[config.mk]
export PLATFORM = sky130hd
export DESIGN_NAME = control_pipe
export DESIGN_NICKNAME = d
export VERILOG_FILES = /design/src/rtl/ctrl_pkg.sv /design/src/rtl/control_dec.sv /design/src/rtl/control_pipe.sv
export SDC_FILE = /design/constraint.sdc
export NUM_CORES = 1
export LEC_CHECK = 0
export ABC_AREA = 1
export CAP_MARGIN = 15
export CORE_MARGIN = 5
export CORE_UTILIZATION = 41
export DETAILED_ROUTE_END_ITERATION = 8
export PLACE_DENSITY = 0.81
export SLEW_MARGIN = 25
export SYNTH_ARGS = -nofsm -noshare
export SYNTH_HDL_FRONTEND = slang
export SYNTH_SLANG_ARGS = --single-unit
[constraint.sdc]
create_clock -name clk -period 1.65 [get_ports clk]
set_input_delay 0.33 -clock clk [delete_from_list [all_inputs] [get_ports clk]]
set_output_delay 0.33 -clock clk [all_outputs]
set_load 0.02 [all_outputs]
[src/rtl/ctrl_pkg.sv]
// Shared decode types for the control pipe: RV32I opcodes, ALU codes,
// operand/writeback selects and the packed control word.
package ctrl_pkg;

  localparam logic [6:0] OPC_LUI    = 7'b0110111;
  localparam logic [6:0] OPC_AUIPC  = 7'b0010111;
  localparam logic [6:0] OPC_JAL    = 7'b1101111;
  localparam logic [6:0] OPC_JALR   = 7'b1100111;
  localparam logic [6:0] OPC_BRANCH = 7'b1100011;
  localparam logic [6:0] OPC_LOAD   = 7'b0000011;
  localparam logic [6:0] OPC_STORE  = 7'b0100011;
  localparam logic [6:0] OPC_OP_IMM = 7'b0010011;
  localparam logic [6:0] OPC_OP     = 7'b0110011;

  typedef enum logic [3:0] {
    ALU_ADD  = 4'd0,
    ALU_SUB  = 4'd1,
    ALU_SLL  = 4'd2,
    ALU_SLT  = 4'd3,
    ALU_SLTU = 4'd4,
    ALU_XOR  = 4'd5,
    ALU_SRL  = 4'd6,
    ALU_SRA  = 4'd7,
    ALU_OR   = 4'd8,
    ALU_AND  = 4'd9
  } alu_op_e;

  typedef enum logic [1:0] {
    WB_ALU = 2'd0,
    WB_MEM = 2'd1,
    WB_PC4 = 2'd2
  } wbsel_e;

  typedef enum logic {
    OP2_RS2 = 1'b0,
    OP2_IMM = 1'b1
  } rs2sel_e;

  typedef struct packed {
    logic    pcsel;
    logic    immsel;
    logic    regwren;
    logic    rs1sel;
    rs2sel_e rs2sel;
    logic    memren;
    logic    memwren;
    wbsel_e  wbsel;
    alu_op_e alusel;
    logic    illegal;
  } ctrl_t;

  // alt selects SUB for funct3=0 or SRA for funct3=5; caller qualifies it.
  function automatic alu_op_e alu_from_funct3(input logic [2:0] funct3, input logic alt);
    case (funct3)
      3'd0:    return alt ? ALU_SUB : ALU_ADD;
      3'd1:    return ALU_SLL;
      3'd2:    return ALU_SLT;
      3'd3:    return ALU_SLTU;
      3'd4:    return ALU_XOR;
      3'd5:    return alt ? ALU_SRA : ALU_SRL;
      3'd6:    return ALU_OR;
      default: return ALU_AND;
    endcase
  endfunction

endpackage

[src/rtl/control_dec.sv]
// Purely combinational RV32I decoder: instruction word to control word,
// plus which source registers the instruction actually reads.
module control_dec
  import ctrl_pkg::*;
(
  input  logic [31:0] insn,
  output ctrl_t       ctrl,
  output logic        uses_rs1,
  output logic        uses_rs2
);

  logic [6:0] opcode;
  logic [2:0] funct3;
  logic       funct7_5;
  logic       unused_fields;

  assign opcode        = insn[6:0];
  assign funct3        = insn[14:12];
  assign funct7_5      = insn[30];
  assign unused_fields = ^{insn[31], insn[29:15], insn[11:7]};

  // NOTE: every output gets a default before the case so no path leaves a
  // variable unassigned, which would otherwise infer a latch.
  always_comb begin
    ctrl     = '0;
    uses_rs1 = 1'b1;
    uses_rs2 = 1'b0;
    case (opcode)
      OPC_OP: begin
        ctrl.regwren = 1'b1;
        ctrl.alusel  = alu_from_funct3(funct3, funct7_5);
        uses_rs2     = 1'b1;
      end
      OPC_OP_IMM: begin
        ctrl.immsel  = 1'b1;
        ctrl.regwren = 1'b1;
        ctrl.rs2sel  = OP2_IMM;
        ctrl.alusel  = alu_from_funct3(funct3, (funct3 == 3'd5) && funct7_5);
      end
      OPC_LOAD: begin
        ctrl.immsel  = 1'b1;
        ctrl.regwren = 1'b1;
        ctrl.rs2sel  = OP2_IMM;
        ctrl.memren  = 1'b1;
        ctrl.wbsel   = WB_MEM;
      end
      OPC_STORE: begin
        ctrl.immsel  = 1'b1;
        ctrl.rs2sel  = OP2_IMM;
        ctrl.memwren = 1'b1;
        uses_rs2     = 1'b1;
      end
      OPC_BRANCH: begin
        ctrl.immsel = 1'b1;
        ctrl.pcsel  = 1'b1;
        uses_rs2    = 1'b1;
        case (funct3)
          3'd0, 3'd1: ctrl.alusel = ALU_SUB;
          3'd4, 3'd5: ctrl.alusel = ALU_SLT;
          3'd6, 3'd7: ctrl.alusel = ALU_SLTU;
          default:    ctrl.alusel = ALU_ADD;
        endcase
      end
      OPC_JAL: begin
        ctrl.immsel  = 1'b1;
        ctrl.pcsel   = 1'b1;
        ctrl.regwren = 1'b1;
        ctrl.rs1sel  = 1'b1;
        ctrl.wbsel   = WB_PC4;
        uses_rs1     = 1'b0;
      end
      OPC_JALR: begin
        ctrl.immsel  = 1'b1;
        ctrl.pcsel   = 1'b1;
        ctrl.regwren = 1'b1;
        ctrl.rs2sel  = OP2_IMM;
        ctrl.wbsel   = WB_PC4;
      end
      OPC_LUI: begin
        ctrl.immsel  = 1'b1;
        ctrl.regwren = 1'b1;
        ctrl.rs2sel  = OP2_IMM;
        uses_rs1     = 1'b0;
      end
      OPC_AUIPC: begin
        ctrl.immsel  = 1'b1;
        ctrl.regwren = 1'b1;
        ctrl.rs1sel  = 1'b1;
        ctrl.rs2sel  = OP2_IMM;
        uses_rs1     = 1'b0;
      end
      default: ctrl.illegal = 1'b1;
    endcase
  end

endmodule

[src/rtl/control_pipe.sv]
// Decode stage output register with valid/ready handshake, load-use
// interlock, flush, and saturating issue/bubble counters.
module control_pipe
  import ctrl_pkg::*;
#(
  parameter int DWIDTH    = 32,
  parameter int CNT_WIDTH = 16,
  parameter int HAZARD_EN = 1
) (
  input  logic                 clk,
  input  logic                 reset,
  input  logic [DWIDTH-1:0]    insn_i,
  input  logic [DWIDTH-1:0]    pc_i,
  input  logic                 valid_i,
  output logic                 ready_o,
  input  logic                 flush_i,
  output logic                 valid_o,
  input  logic                 ready_i,
  output logic [DWIDTH-1:0]    pc_o,
  output logic [4:0]           rd_o,
  output logic [4:0]           rs1_o,
  output logic [4:0]           rs2_o,
  output logic                 pcsel_o,
  output logic                 immsel_o,
  output logic                 regwren_o,
  output logic                 rs1sel_o,
  output logic                 rs2sel_o,
  output logic                 memren_o,
  output logic                 memwren_o,
  output logic [1:0]           wbsel_o,
  output logic [3:0]           alusel_o,
  output logic                 illegal_o,
  output logic [CNT_WIDTH-1:0] issue_cnt_o,
  output logic [CNT_WIDTH-1:0] bubble_cnt_o
);

  typedef enum logic {ST_EMPTY, ST_FULL} state_e;

  state_e                state_q, state_d;
  ctrl_t                 dec_ctrl, ctrl_q;
  logic                  uses_rs1, uses_rs2;
  logic                  hazard, xfer_in, load, count_issue, count_bubble;
  logic [CNT_WIDTH-1:0]  issue_cnt_q, bubble_cnt_q;

  control_dec u_dec (
    .insn     (insn_i[31:0]),
    .ctrl     (dec_ctrl),
    .uses_rs1 (uses_rs1),
    .uses_rs2 (uses_rs2)
  );

  assign valid_o = (state_q == ST_FULL);

  // Load-use: the held load writes a register the incoming instruction reads.
  assign hazard = (HAZARD_EN != 0) && valid_i && valid_o && ctrl_q.memren && (rd_o != 5'd0)
                  && ((uses_rs1 && (insn_i[19:15] == rd_o)) || (uses_rs2 && (insn_i[24:20] == rd_o)));

  assign ready_o = ~reset & (~valid_o | ready_i) & ~hazard & ~flush_i;
  assign xfer_in = valid_i & ready_o;

  always_comb begin
    state_d      = state_q;
    load         = 1'b0;
    count_issue  = 1'b0;
    count_bubble = 1'b0;
    if (flush_i) begin
      state_d = ST_EMPTY;
    end else begin
      case (state_q)
        ST_EMPTY: begin
          if (xfer_in) begin
            state_d = ST_FULL;
            load    = 1'b1;
          end
        end
        ST_FULL: begin
          if (ready_i) begin
            count_issue = 1'b1;
            if (xfer_in) begin
              load = 1'b1;
            end else begin
              state_d      = ST_EMPTY;
              count_bubble = hazard;
            end
          end
        end
        default: state_d = ST_EMPTY;
      endcase
    end
  end

  // NOTE: sequential state uses non-blocking assignments so every register
  // samples pre-edge values regardless of block ordering.
  always_ff @(posedge clk) begin
    if (reset) state_q <= ST_EMPTY;
    else       state_q <= state_d;
  end

  // NOTE: the payload registers are reset too, because downstream observes
  // them even while valid_o is low and they must read as a clean zero word.
  always_ff @(posedge clk) begin
    if (reset) begin
      ctrl_q <= '0;
      pc_o   <= '0;
      rd_o   <= '0;
      rs1_o  <= '0;
      rs2_o  <= '0;
    end else if (load) begin
      ctrl_q <= dec_ctrl;
      pc_o   <= pc_i;
      rd_o   <= insn_i[11:7];
      rs1_o  <= insn_i[19:15];
      rs2_o  <= insn_i[24:20];
    end
  end

  always_ff @(posedge clk) begin
    if (reset) begin
      issue_cnt_q  <= '0;
      bubble_cnt_q <= '0;
    end else begin
      if (count_issue && (issue_cnt_q != '1))   issue_cnt_q  <= issue_cnt_q + 1'b1;
      if (count_bubble && (bubble_cnt_q != '1)) bubble_cnt_q <= bubble_cnt_q + 1'b1;
    end
  end

  assign pcsel_o      = ctrl_q.pcsel;
  assign immsel_o     = ctrl_q.immsel;
  assign regwren_o    = ctrl_q.regwren;
  assign rs1sel_o     = ctrl_q.rs1sel;
  assign rs2sel_o     = ctrl_q.rs2sel;
  assign memren_o     = ctrl_q.memren;
  assign memwren_o    = ctrl_q.memwren;
  assign wbsel_o      = ctrl_q.wbsel;
  assign alusel_o     = ctrl_q.alusel;
  assign illegal_o    = ctrl_q.illegal;
  assign issue_cnt_o  = issue_cnt_q;
  assign bubble_cnt_o = bubble_cnt_q;

endmodule

==> out/qor.csv <==
stage,metric,value,unit
outcome,status,"complete, but fails checks",
placed_design,portBuffers,157,
grt,overflow,0,
placed_design,dp_slack,-1.002,ns
sta,setup_slack,-0.3791,ns
die,die_y,117.4,microns
sta,fin_crit_sh,123.0,%
cells_and_area,final_core_util,71.81,%
cells_and_area,layout_commonest_cell,nand2_1,
detailed_routing,highest_layer,met4,
sta,layout_min_cycle_time,2.029,ns
logic_synthesis,ys_types,31,
cells_and_area,final_layout_size_suffix_gt1_share,22.65,%
clock_tree,clock_sinks,94,
setup_path,critPathLaunchType,flop,
setup_path,endpoint_kind,primary output,
cells_and_area,fin_nets,1066,
die,num_io_pins,164,
grt,grt.total_usage,20.35,%
clock_tree,clkLatencyLatePin,0.34,ns
detailed_routing,vias,5506,
sta,worstMarginPinSlew,0.8236,ns
grt,grt_pass1_wl,23310,microns
setup_path,crit_type,flop to primary output,
sta,rsz0062_at_grt,yes,
detailed_routing,ant_nets,0,
logic_synthesis,syn_area,4730,sq um
logic_synthesis,yosysSeqAreaShare,39.79,%
power,total_power,5.206,mW
clock_tree,postCtsHoldBufs,0,
outcome,violations,negative setup slack,
worst_hold_path,hp-class,input pin to flop,
clock_tree,cts_max_path_buffers,2,
die,die_x,117.4,microns
clock_tree,numCtsBuffers,9,
sta,setup_tns,-23.96,ns
clock_tree,cts_htree_levels,3,
setup_path,worstPathRequired,1.32,ns
die,core,11370,sq um
clock_tree,clkTransAtPathRegs,0.06,ns
detailed_routing,route.met2.wl,8394,microns
power,peakVddDrop,693.2,uV
cells_and_area,multi_input_area,2589,sq um
detailed_routing,viasPerCell,4.826,
cells_and_area,layout_common_cells,"nand2_1 (185), nor2_1 (145), inv_1 (96)",
detailed_routing,avgRoutedWirePerCell,14.41,microns
setup_path,cp_max_fo,4,
sta,max-slew-margin-rel,45.09,%
detailed_routing,wl,16440,microns
cells_and_area,area_growth_syn_to_layout,72.62,%
power,power.density,637.7,nW/um^2
cells_and_area,seq_area,1912,sq um
flow_run,maxCapViolCount,0,
detailed_routing,drc,0,
clock_tree,cts-root-buf,clkbuf_16,
logic_synthesis,synth_seq_cells,94,
sta,hold_viol,0,
detailed_routing,met3WireLength,1362,microns
detailed_routing,drt-pass1-iter-count,7,
placed_design,place_congestion,0.8815,
die,fp-row-count,39,
detailed_routing,wl_met1,6262,microns
die,die_area,13780,sq um
logic_synthesis,yosys_warnings,0,
logic_synthesis,syn_area_per_cell,6.383,sq um
detailed_routing,drt-initial-drc-count,445,
grt,antenna_found_initial,0,
placed_design,dpl.hpwl,10110,microns
grt,grt_max_degree,73,
logic_synthesis,postSynthCellCount,741,
sta,max_freq,492.8,MHz
logic_synthesis,syn_nets,812,
setup_path,critPathArrivalTime,1.70,ns
sta,setup_viol,86,
sta,drv_slew,0,
grt,first_global_vias,4849,
cells_and_area,nFillCells,868,
sta,skew,0.007976,ns
cells_and_area,diodes,0,
power,leakage,4.569,nW
clock_tree,cts_tree,built,
die,start_util,41.60,%
[Yosys cell counts (all sizes together)]
master   number  share of area, %
buf          15               2.4
clkbuf       11              0.87
ha            2              0.53
inv         108               8.6
a211oi        1              0.16
nor4          1              0.13
o211a         1              0.21
xnor2         8               1.5
nand2       210                17
a21oi        34               3.7
a31oi         2              0.26
o31ai         1              0.16
o2111ai       1              0.19
xor2         13               2.4
clkinv        1             0.079
dfxtp        94                40
nand3        22               2.6
nor3         10               1.1
nor2        168                14
o21ai        14               1.7
nand4        24               3.3
[final timing paths]
path,end,slack [ns],cells past startpoint,startpoint
setup / recovery,ready_o,-0.38,8,rd_o[0]
hold / removal,rs1_o[1],0.38,3,insn_i[16]
setup reg to reg,pc_o[19],-0.37,14,rd_o[0]
hold reg to reg,wbsel_o[0],0.46,2,wbsel_o[0]
[report_power, final]
part           leakage, nW  total (mW)  switching (mW)  internal [mW]
logic                 3.67       0.938           0.472          0.467
clock network        0.122        1.88           0.836           1.05
registers            0.772        2.38          0.0437           2.34
total                 4.57        5.21            1.35           3.85
[through the flow]
step	std cells	hold slack (ns)	area, sq um
after floorplan	741	0.4085	4777
after global placement	1090	0.4528	7004
after detailed placement	1090	0.4558	7004
after CTS	1118	0.3738	7478
after global routing	1141	0.3867	8164
final	1141	0.3815	8164
[flip-flops by register name, indices dropped and copies added, names as in the netlist]
signal,cells
memwren_o,1
illegal_o,1
issue_cnt_o,16
rs2_o,5
regwren_o,1
immsel_o,1
rs1_o,5
rs1sel_o,1
pc_o,32
rs2sel_o,1
valid_o,1
pcsel_o,1
wbsel_o,2
bubble_cnt_o,16
memren_o,1
rd_o,5
alusel_o,4
[routing by layer]
layer	track usage, %	vias up
met5	0	-
li1	-	2770
met4	7.397	0
met2	34.34	192
met3	8.325	35
met1	22.99	2509
[final cells by class]
type / instances / share of cell area (%)
Tap cell: 143 / 2.192
Timing Repair Buffer: 269 / 34.48
Clock buffer: 13 / 3.065
Multi-Input combinational cell: 512 / 31.71
Clock inverter: 1 / 0.09195
Sequential cell: 94 / 23.42
Inverter: 109 / 5.042
[cells by family (layout without fill, tap and decap cells)]
| family | count (synthesis) | in the layout | share of synthesized area (%) |
|---|---|---|---|
| compound gates | 54 | 54 | 6.376 |
| xor+xnor | 21 | 21 | 3.889 |
| fa+ha+maj | 2 | 2 | 0.5290 |
| buf+inv | 135 | 392 | 11.90 |
| flops | 94 | 94 | 39.79 |
| simple gates | 435 | 435 | 37.51 |
[critical path, cell delays in order (launching register included)]
cell and delay (ns):
dfxtp_4 0.37, inv_2 0.04, nand2_1 0.05, nand2_1 0.07, nor2_2 0.18, nand4_1 0.20, a21oi_4 0.25, nor3_4 0.05
buf_6 0.14
[repair_timing]
action | 4_1_cts | 5_1_grt
gates resized for setup | 101 | 119
cloned | 4 | 15
endpoints found under the setup margin | 136 | 127
pin swaps | 20 | 30
buffers inserted | 12 | 11
Power figures use the tool's default switching activity.
